File: src/rtl/proyecto_pkg.sv
// Shared definitions for the colour-result UART transmitter: byte-level
// line states, the default frame header and the baud divider helper.
package proyecto_pkg;

    typedef enum logic [1:0] {
        UART_IDLE  = 2'd0,
        UART_START = 2'd1,
        UART_DATA  = 2'd2,
        UART_STOP  = 2'd3
    } uart_state_e;

    localparam logic [7:0] HEADER_DEFAULT = 8'hAA;

    function automatic int clks_per_bit(input int clk_hz, input int baud);
        return clk_hz / baud;
    endfunction

endpackage

File: src/rtl/uart_byte_tx.sv
// 8N1 serialiser for one byte; a go arriving on the final stop-bit cycle
// chains straight into the next start bit so frame bytes stay back-to-back.
module uart_byte_tx
    import proyecto_pkg::*;
#(
    parameter int CLKS_PER_BIT = 10
) (
    input  logic       clk_i,
    input  logic       rst_i,
    input  logic       go_i,
    input  logic [7:0] data_i,
    output logic       txd_o,
    output logic       byte_done_o
);

    localparam int CW = $clog2(CLKS_PER_BIT);
    localparam logic [CW-1:0] LAST_TICK = CW'(CLKS_PER_BIT - 1);

    uart_state_e   state_q, state_d;
    logic [CW-1:0] baud_q, baud_d;
    logic [2:0]    bit_q, bit_d;
    logic [7:0]    shift_q, shift_d;
    logic          txd_q, txd_d;
    logic          bit_end;

    assign bit_end = (baud_q == LAST_TICK);

    // The line level is registered from the current state, so txd trails the state by one cycle.
    always_comb begin
        state_d     = state_q;
        baud_d      = baud_q;
        bit_d       = bit_q;
        shift_d     = shift_q;
        txd_d       = 1'b1;
        byte_done_o = 1'b0;
        case (state_q)
            UART_IDLE: begin
                if (go_i) begin
                    state_d = UART_START;
                    shift_d = data_i;
                    baud_d  = '0;
                end
            end
            UART_START: begin
                txd_d = 1'b0;
                if (bit_end) begin
                    baud_d  = '0;
                    bit_d   = 3'd0;
                    state_d = UART_DATA;
                end else begin
                    baud_d = baud_q + 1'b1;
                end
            end
            UART_DATA: begin
                txd_d = shift_q[0];
                if (bit_end) begin
                    baud_d  = '0;
                    shift_d = {1'b0, shift_q[7:1]};
                    if (bit_q == 3'd7) begin
                        state_d = UART_STOP;
                    end else begin
                        bit_d = bit_q + 3'd1;
                    end
                end else begin
                    baud_d = baud_q + 1'b1;
                end
            end
            UART_STOP: begin
                if (bit_end) begin
                    byte_done_o = 1'b1;
                    baud_d      = '0;
                    if (go_i) begin
                        state_d = UART_START;
                        shift_d = data_i;
                    end else begin
                        state_d = UART_IDLE;
                    end
                end else begin
                    baud_d = baud_q + 1'b1;
                end
            end
            default: state_d = UART_IDLE;
        endcase
    end

    always_ff @(posedge clk_i) begin
        if (rst_i) begin
            state_q <= UART_IDLE;
            baud_q  <= '0;
            bit_q   <= 3'd0;
            shift_q <= 8'd0;
            txd_q   <= 1'b1;
        end else begin
            state_q <= state_d;
            baud_q  <= baud_d;
            bit_q   <= bit_d;
            shift_q <= shift_d;
            txd_q   <= txd_d;
        end
    end

    assign txd_o = txd_q;

endmodule

File: src/rtl/color_uart_tx.sv
// Sends HEADER, the latched colour byte and, when COLOR_UART_CHECKSUM_EN is
// defined, a HEADER^colour checksum byte as one back-to-back 8N1 frame.
module color_uart_tx
    import proyecto_pkg::*;
#(
    parameter int         CLK_HZ = 50_000_000,
    parameter int         BAUD   = 115_200,
    parameter logic [7:0] HEADER = HEADER_DEFAULT
) (
    input  logic       clk,
    input  logic       rst,
    input  logic       tx_start,
    input  logic [7:0] color_code,
    output logic       uart_txd,
    output logic       busy,
    output logic       done
);

    localparam int CLKS_PER_BIT = clks_per_bit(CLK_HZ, BAUD);
`ifdef COLOR_UART_CHECKSUM_EN
    localparam logic [1:0] LAST_BYTE = 2'd2;
`else
    localparam logic [1:0] LAST_BYTE = 2'd1;
`endif

    logic       busy_q, busy_d;
    logic       done_q, done_d;
    logic [1:0] idx_q, idx_d;
    logic [7:0] color_q, color_d;
    logic [1:0] next_idx;
    logic       accept;
    logic       byte_go;
    logic [7:0] byte_data;
    logic       byte_done;

    // A strobe landing on the done cycle is dropped, so acceptance also waits for done to clear.
    always_comb begin
        accept    = tx_start && !busy_q && !done_q;
        next_idx  = idx_q + 2'd1;
        byte_go   = 1'b0;
        byte_data = HEADER;
        busy_d    = busy_q;
        done_d    = 1'b0;
        idx_d     = idx_q;
        color_d   = color_q;
        if (accept) begin
            byte_go = 1'b1;
            busy_d  = 1'b1;
            idx_d   = 2'd0;
            color_d = color_code;
        end else if (busy_q && byte_done) begin
            if (idx_q == LAST_BYTE) begin
                busy_d = 1'b0;
                done_d = 1'b1;
                idx_d  = 2'd0;
            end else begin
                byte_go   = 1'b1;
                idx_d     = next_idx;
                byte_data = color_q;
`ifdef COLOR_UART_CHECKSUM_EN
                if (next_idx == 2'd2) begin
                    byte_data = HEADER ^ color_q;
                end
`endif
            end
        end
    end

    always_ff @(posedge clk) begin
        if (rst) begin
            busy_q  <= 1'b0;
            done_q  <= 1'b0;
            idx_q   <= 2'd0;
            color_q <= 8'd0;
        end else begin
            busy_q  <= busy_d;
            done_q  <= done_d;
            idx_q   <= idx_d;
            color_q <= color_d;
        end
    end

    uart_byte_tx #(
        .CLKS_PER_BIT(CLKS_PER_BIT)
    ) u_byte_tx (
        .clk_i      (clk),
        .rst_i      (rst),
        .go_i       (byte_go),
        .data_i     (byte_data),
        .txd_o      (uart_txd),
        .byte_done_o(byte_done)
    );

    assign busy = busy_q;
    assign done = done_q;

endmodule

File: config.mk
export PLATFORM = sky130hd
export DESIGN_NAME = color_uart_tx
export DESIGN_NICKNAME = d
export VERILOG_FILES = /design/src/rtl/proyecto_pkg.sv /design/src/rtl/uart_byte_tx.sv /design/src/rtl/color_uart_tx.sv
export SDC_FILE = /design/constraint.sdc
export NUM_CORES = 1
export LEC_CHECK = 0
export BUFFER_PORTS_ARGS = -buffer_cell sky130_fd_sc_hd__buf_2
export CAP_MARGIN = 20
export CELL_PAD_IN_SITES_DETAIL_PLACEMENT = 1
export CELL_PAD_IN_SITES_GLOBAL_PLACEMENT = 1
export CORE_MARGIN = 2
export CORE_UTILIZATION = 41
export CTS_CLUSTER_SIZE = 40
export DETAILED_ROUTE_END_ITERATION = 6
export GPL_ROUTABILITY_DRIVEN = 0
export PLACE_DENSITY = 0.82
export SLEW_MARGIN = 20
export SYNTH_ARGS = -nofsm -noshare
export SYNTH_HDL_FRONTEND = slang
export SYNTH_HIERARCHICAL = 1
export SYNTH_SLANG_ARGS = --single-unit
File: constraint.sdc
create_clock -name clk -period 2.8 [get_ports clk]
set_clock_uncertainty 0.15 [all_clocks]
set_input_delay 0.28 -clock clk [delete_from_list [all_inputs] [get_ports clk]]
set_output_delay 0.28 -clock clk [all_outputs]
set_load 0.03 [all_outputs]
### Word-level counts from Yosys, hierarchy flattened

Index checks and enable logic that the tools add are counted.

| cells by class | value |
|---|---|
| muxes and demuxes | 32 |
| bitwise operators | 1 |
| add/subtract/negate cells | 3 |
| eq/ne operators | 12 |
| reductions and logical operators | 17 |

Operators by type and width:

| kind | count |
|---|---|
| $mux W8 | 6 |
| $pmux W8 S3 | 1 |
| $mux W9 | 2 |
| $pmux W9 S2 | 1 |
| $mux W2 | 6 |
| $mux W1 | 10 |
| $add A9 B1 Y9 const B | 1 |
| $eq A9 B9 Y1 const B | 1 |
| $mux W3 | 3 |
| $ne A2 B1 Y1 const B | 4 |
| $pmux W2 S4 | 1 |
| $pmux W3 S2 | 1 |
| $reduce_bool A2 Y1 | 3 |
| $reduce_or A3 Y1 | 2 |
| $reduce_and A5 Y1 | 1 |
| $eq A2 B1 Y1 const B | 2 |
| $eq A2 B2 Y1 const B | 2 |
| $ne A2 B2 Y1 const B | 2 |
| $reduce_and A4 Y1 | 1 |
| $add A3 B1 Y3 const B | 1 |
| $eq A3 B3 Y1 const B | 1 |
| $logic_and A1 B1 Y1 | 3 |
| $reduce_and A3 Y1 | 1 |
| $reduce_bool A3 Y1 | 1 |
| other kinds (7) | 8 |

| storage, ports and cells | value |
|---|---|
| logic and storage cells | 74 |
| input port bits | 11 |
| flip-flop bits (word level) | 35 |
| output and inout bits | 3 |

### Depth between registers and ports, before layout

Gate-level depths: netlist of run 1.

| depth | value |
|---|---|
| word-level depth | 9 |
| mapped depth | 11 |
| mapped depth without buffers | 10 |

### Hierarchy

Netlist of run 1, hierarchy kept.

Modules (own cells, without submodules):

| module | sequential area each (um2) | times used | area each (um2) | cells each |
|---|---|---|---|---|
| uart_byte_tx | 460.4 | 1 | 1306.3 | 144 |
| color_uart_tx | 240.2 | 1 | 611.8 | 62 |

### Worst setup path after synthesis of run 1

Ideal clock, no wire load.

| timing path | value |
|---|---|
| path type | register to register |
| from | reg u_byte_tx.baud_q[2] |
| to | reg u_byte_tx.shift_q[7] |
| path buffers | 1 |
| setup slack | -0.137 ns |
| period minus slack after synthesis | 2.937 ns |
| library setup time | 0.116 ns |
| cell stages (with the launch flop) | 10 |
| arrival time | 2.671 ns |
| path through | dfxtp_1 -> or4b_4 -> nor3_1 -> nand2_2 -> o21bai_1 -> nor2_1 -> nor2_1 -> clkbuf_1 -> a21oi_1 -> a31o_2 |

| on the way | value |
|---|---|
| longest elaborated chain between the ends | 9 |
| elaborated cells on any way between the ends | 14 |
| classes of those cells | eq/ne (3); mux (9); reduce/logical (2) |

Ends and longest elaborated chain:

| what | line | text |
|---|---|---|
| start: declaration | uart_byte_tx.sv:20 | `logic [CW-1:0] baud_q, baud_d;` |
| start signal: assignment | uart_byte_tx.sv:95 | `baud_q <= baud_d;` |
| $eq A9 B9 Y1 (*) | uart_byte_tx.sv:26 | `assign bit_end = (baud_q == LAST_TICK);` |
| $mux W1 (*) | uart_byte_tx.sv:69 | `if (bit_end) begin` |
| $mux W1 (*) | uart_byte_tx.sv:36 | `case (state_q)` |
| net byte_done | color_uart_tx.sv:34 | `logic byte_done;` |
| $logic_and A1 B1 Y1 (*) | color_uart_tx.sv:51 | `end else if (busy_q && byte_done) begin` |
| $mux W1 (*) | color_uart_tx.sv:51 |  |
| $mux W1 (*) | color_uart_tx.sv:46 | `if (accept) begin` |
| net byte_go | color_uart_tx.sv:32 | `logic byte_go;` |
| $mux W8 (*) | uart_byte_tx.sv:38, uart_byte_tx.sv:72 |  |
| $mux W8 | uart_byte_tx.sv:69 |  |
| $pmux W8 S3 (*) | uart_byte_tx.sv:36 |  |
| end signal: assignment | uart_byte_tx.sv:97 | `shift_q <= shift_d;` |
| end: declaration | uart_byte_tx.sv:22 | `logic [7:0] shift_q, shift_d;` |

The timed path passes the listed nets; every way through them passes the cells marked *. The select of a mux whose other input is x is not followed.
A chain may end at the register's enable or synchronous reset.

### Worst setup path in the final report of run 1

| timing path | value |
|---|---|
| from | reg u_byte_tx.baud_q[2] |
| to | reg u_byte_tx.shift_q[3] |

Same word-level chain as after synthesis.

==> results of run 1 <==
synth_stat cells, types with 3 or more instances:
library cell / count / share of area
a21oi_1: 14 / 0.037
a22oi_1: 3 / 0.012
a311oi_1: 9 / 0.041
clkbuf_1: 7 / 0.014
dfxtp_1: 35 / 0.37
ha_1: 9 / 0.059
inv_1: 8 / 0.016
mux2i_1: 19 / 0.099
nand2_1: 5 / 0.0098
nand2b_1: 23 / 0.075
nand3_1: 5 / 0.013
nand3b_1: 5 / 0.020
nor2_1: 13 / 0.025
nor2b_1: 5 / 0.016
nor3_1: 5 / 0.013
nor3b_1: 6 / 0.023
or3_1: 5 / 0.016
power by group through the flow:
stage / Combinational (mW) / Clock (mW) / Sequential, mW
after floorplan: 0.484 / 0 / 0.654
after global placement: 0.614 / 0 / 0.656
after detailed placement: 0.648 / 0 / 0.660
after CTS: 0.650 / 0.408 / 0.649
after global routing: 0.723 / 0.431 / 0.657
final: 0.651 / 0.394 / 0.649
state kept, by name (all words and copies together) (netlist names):
| name | cells |
|---|---|
| u_byte_tx/bit_q | 3 |
| u_byte_tx/state_q | 2 |
| color_q | 8 |
| u_byte_tx/baud_q | 9 |
| u_byte_tx/shift_q | 8 |
| u_byte_tx/txd_o | 1 |
| busy | 1 |
| idx_q | 2 |
| done | 1 |
worst min-delay path, stage by stage:
cell,delay (ns)
buf_2,0.10
nand2b_1,0.06
mux2i_1,0.06
per-stage QoR:
| stage | total power, mW | setup slack [ns] | std cells | hold WS (ns) | util |
|---|---|---|---|---|---|
| floorplan | 1.14 | 0.00225 | 206 | 0.231 | - |
| finish | 1.69 | 0.283 | 277 | 0.114 | 0.488 |
| global route | 1.81 | 0.00485 | 277 | 0.123 | 0.488 |
| global placement | 1.27 | 0.357 | 269 | 0.305 | 0.464 |
| detailed placement | 1.31 | 0.229 | 269 | 0.316 | 0.464 |
| CTS | 1.71 | 0.209 | 277 | 0.102 | 0.487 |
metal layers:
layer	vias to the layer above	track usage
met5	-	0
met4	0	0.0741
met3	5	0.0333
met2	19	0.316
met1	745	0.248
li1	783	-
cells by family after synthesis:
kind of cell | count (synthesis) | share of synthesized area
multiplexers | 19 | 0.0992
flip-flops | 35 | 0.365
AO/OA/AOI/OAI | 44 | 0.183
AND/OR/NAND/NOR | 79 | 0.245
adder cells (fa/ha/maj) | 9 | 0.0587
buffers and inverters | 20 | 0.0496
placed cells by master, fill, tap and decap left out, types with 2 or more instances in the layout:
| cell | netlist | routed |
|---|---|---|
| nand3_1 | 5 | 5 |
| a211oi_1 | 2 | 2 |
| ha_1 | 9 | 9 |
| dfxtp_1 | 35 | 35 |
| nand2_1 | 5 | 5 |
| o21ai_0 | 2 | 2 |
| or3_1 | 5 | 5 |
| mux2i_1 | 19 | 19 |
| inv_1 | 8 | 8 |
| clkbuf_8 | 0 | 7 |
| a311oi_1 | 9 | 9 |
| a22oi_1 | 3 | 3 |
| buf_4 | 1 | 10 |
| a21oi_1 | 14 | 14 |
| a31oi_1 | 2 | 2 |
| nand2b_1 | 23 | 23 |
| nand3b_1 | 5 | 5 |
| buf_2 | 1 | 13 |
| nand4_1 | 2 | 2 |
| nor2b_1 | 5 | 5 |
| nor3_1 | 5 | 4 |
| nor2_1 | 13 | 13 |
| nor3b_1 | 6 | 6 |
final timing paths:
check                                                       from                                 to  slack (ns)  depth (start not counted)
worst min-delay path                               color_code[2]            color_q[2]$_SDFFE_PP0P_        0.11                          3
worst max-delay path            u_byte_tx/baud_q[2]$_SDFFE_PP0P_  u_byte_tx/shift_q[3]$_SDFFE_PP0P_        0.28                          9
worst max register to register  u_byte_tx/baud_q[2]$_SDFFE_PP0P_  u_byte_tx/shift_q[3]$_SDFFE_PP0P_        0.28                          9
worst min register to register           color_q[2]$_SDFFE_PP0P_            color_q[2]$_SDFFE_PP0P_        0.33                          2
cell type report:
| cell class | count | area, sq um | area share |
|---|---|---|---|
| clock buffer | 8 | 100 | 0.0462 |
| tap | 52 | 65.1 | 0.0300 |
| timing repair buffer | 23 | 140 | 0.0647 |
| sequential | 35 | 701 | 0.323 |
| inverter | 8 | 30.0 | 0.0139 |
| multi-input combinational | 151 | 1130 | 0.522 |
repair_timing:
action / CTS / global route
endpoints found under the setup margin: 0 / 5
hold buffers: 0 / 0
resized for setup: 0 / 1
setup buffers: 0 / 0
==> summary.md, run 1 <==
| Metric | Value |
|---|---|
| Drt total wl | around 4.4 mm |
| Number of global-route vias before repair | 1616 |
| First-pass DRT Iterations | 4 |
| Fin crit period | 2.52 ns |
| Worst EP required | approximately 2.8 ns |
| Post-synth EDFFs | 0 |
| Crit-path max FO | 12 |
| Core area | 4440 sq um |
| Worst-Skew Late Latency | 0.28 ns |
| Area delta synth->final | 13.0% |
| Die width | 72.4 microns |
| Fin area | roughly 2200 sq um |
| Die area | ~5200 sq um |
| Nature of the critical path endpoint | register |
| Post-Syn Area | 1920 sq um |
| Ys flop type | dfxtp_1 |
| Slew HR | 0.643 |
| Max_cap viols | 0 |
| H-tree Lvls | 2 |
| Internal | 1.08 mW |
| Clk root buf | clkbuf_8 |
| Post-DP Area | 2060 sq um |
| Crit path arrival time | 2.55 ns |
| First-pass GRT wire length | 7.76 mm |
| Highest routed metal layer | met4 |
| WS Path Type | register to register |
| PD cells | 782 nW/um^2 |
| Fraction of registers with async set or reset after synthesis | 0 |
| Remaining global-route overflow | 0 |
| Std cell rows | 24 |
| Slowest stage delay, CP | 0.62 ns |
| CP max stage cell | or4b_4 |
| Max clock buf depth | 2 |
| Synth Warn # | 6 |
| Hold Vio Cnt, Final | 0 |
| Synth unique cells | 41 |
| Layout cell share with drive strength beyond 1 | 0.182 |
| Status | complete, no violations |
| Clock slew at reported path FFs | approximately 0.070 ns |
| Max-slew violations | 0 |
| Leak Pwr | 0.788 nW |
| Drt wl/cell | ~16 microns |
| Endpoints failing setup | 0 |
| Hpwl dp | 3.21 mm |
| CP dominant cell by count | nor2_1 |
| Setup TNS Final | 0 ns |
| DR vias | 1552 |
| Vias/cell | ~5.6 |
| Detailed Route Iter0 Violations | 42 |
| Fmax | 397 MHz |
| Peak VDD IR | 0.282 mV |
| GRT Overall Usage | 0.191 |
| CTS Buf Count | 5 |
| Post-Synthesis Cells | 206 |
| Logic gate share of total power | 0.384 |
| Filler cells | 539 |
| Post-route DRC | 0 |
| Met3 wire length | slightly above 90 microns |
| Switching power | 0.614 mW |
| WL met2 | 2.11 mm |
| Sequential area share after synthesis | 0.365 |
| CTS tree | yes |
| M1 WL | 2.10 mm |
| WP buf/inv | 1 |
| Pin count of the biggest net entering global routing | 28 |
| Final net count | 244 |
| Die H | ~72 microns |
| Crit-path leading delay family | simple AND/OR/NAND/NOR gates |
| Initial Util | 0.432 |
| Flop and latch count out of synthesis | 35 |
| Antenna-violating nets left | 0 |
| I/O pin cnt | 14 |
| Syn Nets | 226 |
| Clock group share of total power | 0.233 |
| Sinks on Clock Net | 35 |
| Port Buffers | 13 |
| Seq pwr share | 0.383 |
| N_diodes | 0 |
| HP Class | primary input to register |
| RSZ-0062 raised after global routing | no |
| Critical Path, Cell by Cell | or4b_4 -> nor3_2 -> nand2_2 -> o21bai_2 -> nor2_1 -> nor2_1 -> buf_4 -> a21oi_1 -> a311oi_1 |
| Final critical-path share of the clock period | 0.899 |
| CP Launch Type | register |
| Syn Area/Cell | ~9.3 sq um |
| Switching share of total power | 0.362 |
| Antenna violations before repair | 0 |
| Worst-Margin Slew | 0.535 ns |
(Power assumes the default switching activity.)
==> run 2: changes to the inputs <==
--- a/config.mk
+++ b/config.mk
@@ -15,6 +15,7 @@
 export DETAILED_ROUTE_END_ITERATION = 6
 export GPL_ROUTABILITY_DRIVEN = 0
 export PLACE_DENSITY = 0.82
+export SETUP_SLACK_MARGIN = 0.5
 export SLEW_MARGIN = 20
 export SYNTH_ARGS = -nofsm -noshare
 export SYNTH_HDL_FRONTEND = slang
==> run 2 against run 1 <==
Compared with the run above: combinational power is 11% higher; non-clock buffer count is 4 higher; largest cell class unchanged; cell count is 1.4% higher; count of clock-buffer cells in the layout stayed put; flip-flop and latch count stayed put; die area stayed put; global-route usage is 0.37 points higher; sequential share of layout area is 1.3 points lower; hold slack worse by 0.013 ns; highest routed layer unchanged.
==> summary.md, run 2 (same netlist as run 1, synthesis figures left out) <==
| Metric | Value |
|---|---|
| Status | complete, no violations (unchanged) |
| Dpl cells | 264 (was 269) |
| Fmax | 404 MHz (was 397 MHz) |
| Hold WS | 0.101 ns (was 0.114 ns) |
| Overall power | 1.78 mW (was 1.69 mW) |
| Max-slew violations | 0 (unchanged) |
| Finished Layout Cells | 281 (was 277) |
| Die area | 5240 sq um (unchanged) |
| Vias/cell | 5.84 (was 5.60) |
| Hold Vio Cnt, Final | 0 (unchanged) |
| CP Launch Type | register (unchanged) |
| PD cells | 784 nW/um^2 (was 782 nW/um^2) |
| Pin count of the biggest net entering global routing | 46 (was 28) |
| Max reg flops | 9 (unchanged) |
| Filler cells | 514 (was 539) |
| Fin worst setup slack | 0.327 ns (was 0.283 ns) |
| Drt total wl | 4.87 mm (was 4.37 mm) |
| Worst EP required | 2.83 ns (about the same) |
| Crit path arrival time | 2.50 ns (was 2.55 ns) |
| Number of global-route vias before repair | 1647 (was 1616) |
| Antenna-violating nets left | 0 (unchanged) |
| Cts hold-fix bufs | 0 (unchanged) |
| Top reg by flops | u_byte_tx/baud_q (unchanged) |
| WS Path Type | register to register (unchanged) |
| Worst R2R End | u_byte_tx/shift_q[5]$_SDFFE_PP0P_ (was u_byte_tx/shift_q[3]$_SDFFE_PP0P_) |
| Reg2Reg Depth | 9 (unchanged) |
| H-tree Lvls | 2 (unchanged) |
| Slew HR | 0.530 (was 0.643) |
| Post-placement setup slack | 0.148 ns (was 0.229 ns) |
| Worst-Skew Late Latency | 0.29 ns (was 0.28 ns) |
| Final critical-path share of the clock period | 0.883 (was 0.899) |
| First-pass DRT Iterations | 4 (unchanged) |
| RSZ-0062 raised after global routing | yes (was no) |
| Area delta synth->final | 18.6% (was 13.0%) |
| Biggest regs | u_byte_tx/baud_q: 9 flops, color_q: 8 flops, u_byte_tx/shift_q: 8 flops (unchanged) |
| First-pass GRT wire length | 8.02 mm (was 7.76 mm) |
| FF+latch area | 706 sq um (was 701 sq um) |
| Std cell rows | 24 (unchanged) |
| Leak Pwr | 0.852 nW (was 0.788 nW) |
| Max clock buf depth | 2 (unchanged) |
| Core area | 4440 sq um (unchanged) |
| Hpwl dp | 2.82 mm (was 3.21 mm) |
| Die H | 72.4 microns (unchanged) |
| Clock slew at reported path FFs | 0.07 ns (about the same) |
| Critical path destination | u_byte_tx/shift_q[5]$_SDFFE_PP0P_ (was u_byte_tx/shift_q[3]$_SDFFE_PP0P_) |
| CTS Buf Count | 5 (unchanged) |
| Peak VDD IR | 0.356 mV (was 0.282 mV) |
| GRT Overall Usage | 0.194 (was 0.191) |
| Max_cap viols | 0 (unchanged) |
| Endpoints failing setup | 0 (unchanged) |
| CTS tree | yes (unchanged) |
| Initial Util | 0.432 (unchanged) |
| Sinks on Clock Net | 35 (unchanged) |
| Remaining global-route overflow | 0 (unchanged) |
| Port Buffers | 13 (unchanged) |
| Fin area | 2270 sq um (was 2170 sq um) |
| Footprint of the multi-input gates | 1190 sq um (was 1130 sq um) |
| Post-route DRC | 0 (unchanged) |
| Worst-Margin Slew | 0.706 ns (was 0.535 ns) |
| Final net count | 248 (was 244) |
| Most frequent cells in the layout | dfxtp_1 (33), nand2b_1 (23), mux2i_1 (19) (was dfxtp_1 (35), nand2b_1 (23), mux2i_1 (19)) |
| Layout cell share with drive strength beyond 1 | 0.240 (was 0.182) |
| Reg2reg setup slack | 0.33 ns (was 0.28 ns) |
| Worst R2R Start | u_byte_tx/baud_q[2]$_SDFFE_PP0P_ (unchanged) |
| Most common cell after layout, fill and taps aside | dfxtp_1 (unchanged) |
| Post-DP Area | 2060 sq um (unchanged) |
| Crit path from | u_byte_tx/baud_q[2]$_SDFFE_PP0P_ (unchanged) |
| Detailed Route Iter0 Violations | 115 (was 42) |
| N_diodes | 0 (unchanged) |
| DR vias | 1642 (was 1552) |
| I/O pin cnt | 14 (unchanged) |
| Setup TNS Final | 0 ns (unchanged) |
| Nature of the critical path endpoint | register (unchanged) |
| Fin crit period | 2.47 ns (was 2.52 ns) |
| Clk root buf | clkbuf_8 (unchanged) |
| Crit-path max FO | 8 (was 12) |
| Drt wl/cell | 17.3 microns (was 15.8 microns) |
| HP Class | primary input to register (unchanged) |
| Util after Layout | 0.512 (was 0.488) |
| Antenna violations before repair | 0 (unchanged) |
| Die width | 72.4 microns (unchanged) |
run 2: cell types whose count changed in the layout (fill, tap and decap cells not counted), moves of 2 or more:
cell | before | now
nor3_4 | 0 | 2
nor2_1 | 13 | 11
ha_2 | 0 | 2
ha_1 | 9 | 7
nor2_2 | 0 | 2
dfxtp_1 | 35 | 33
buf_4 | 10 | 12
run 2: area by class of cell:
type	instances	area share
multi-input combinational	151	0.522
sequential	35	0.310
timing repair buffer	27	0.0820
clock buffer	8	0.0440
tap	52	0.0286
inverter	8	0.0132
run 2: what timing repair did:
item                       CTS  global route
hold endpoints to repair     0             0
buffers inserted             6             2
gates cloned                 1             0
resized for setup            7             4
setup endpoints to repair   17            12
pin swaps                    9             4
run 2: worst max-delay path, cell delays in order, from the launching register on:
cell,delay [ns]
dfxtp_4,0.35
or4b_4,0.57
nor3_4,0.24
nand2_4,0.11
o21bai_4,0.18
nor2_2,0.05
nor2_2,0.14
buf_6,0.16
a21oi_1,0.08
a311oi_1,0.34
run 2: report_power, final:
group          internal (mW)  switching [mW]
combinational          0.301           0.421
clock                  0.225           0.182
sequential             0.583          0.0704
run 2: metal layers:
layer | vias to the layer above | track usage | share of wire | routed length [microns]
met3 | 6 | 0.0417 | 0.030 | 145
met1 | 817 | 0.261 | 0.47 | 2270
met4 | 0 | 0.0679 | 0.013 | 61
met5 | - | 0 | 0 | 0
li1 | 788 | - | - | -
met2 | 31 | 0.311 | 0.49 | 2390
run 2: how the worst min path moves through the flow:
| stage | from | end | slack, ns | cells past startpoint |
|---|---|---|---|---|
| floorplan | rst | u_byte_tx/txd_o$_SDFF_PP1_ | 0.23 | 1 |
| global placement | color_q[0]$_SDFFE_PP0P_ | color_q[0]$_SDFFE_PP0P_ | 0.31 | 2 |
| detailed placement | color_q[2]$_SDFFE_PP0P_ | color_q[2]$_SDFFE_PP0P_ | 0.31 | 2 |
| CTS | color_code[7] | color_q[7]$_SDFFE_PP0P_ | 0.09 | 3 |
| global route | color_code[6] | color_q[6]$_SDFFE_PP0P_ | 0.11 | 3 |
| finish | color_code[3] | color_q[3]$_SDFFE_PP0P_ | 0.10 | 3 |
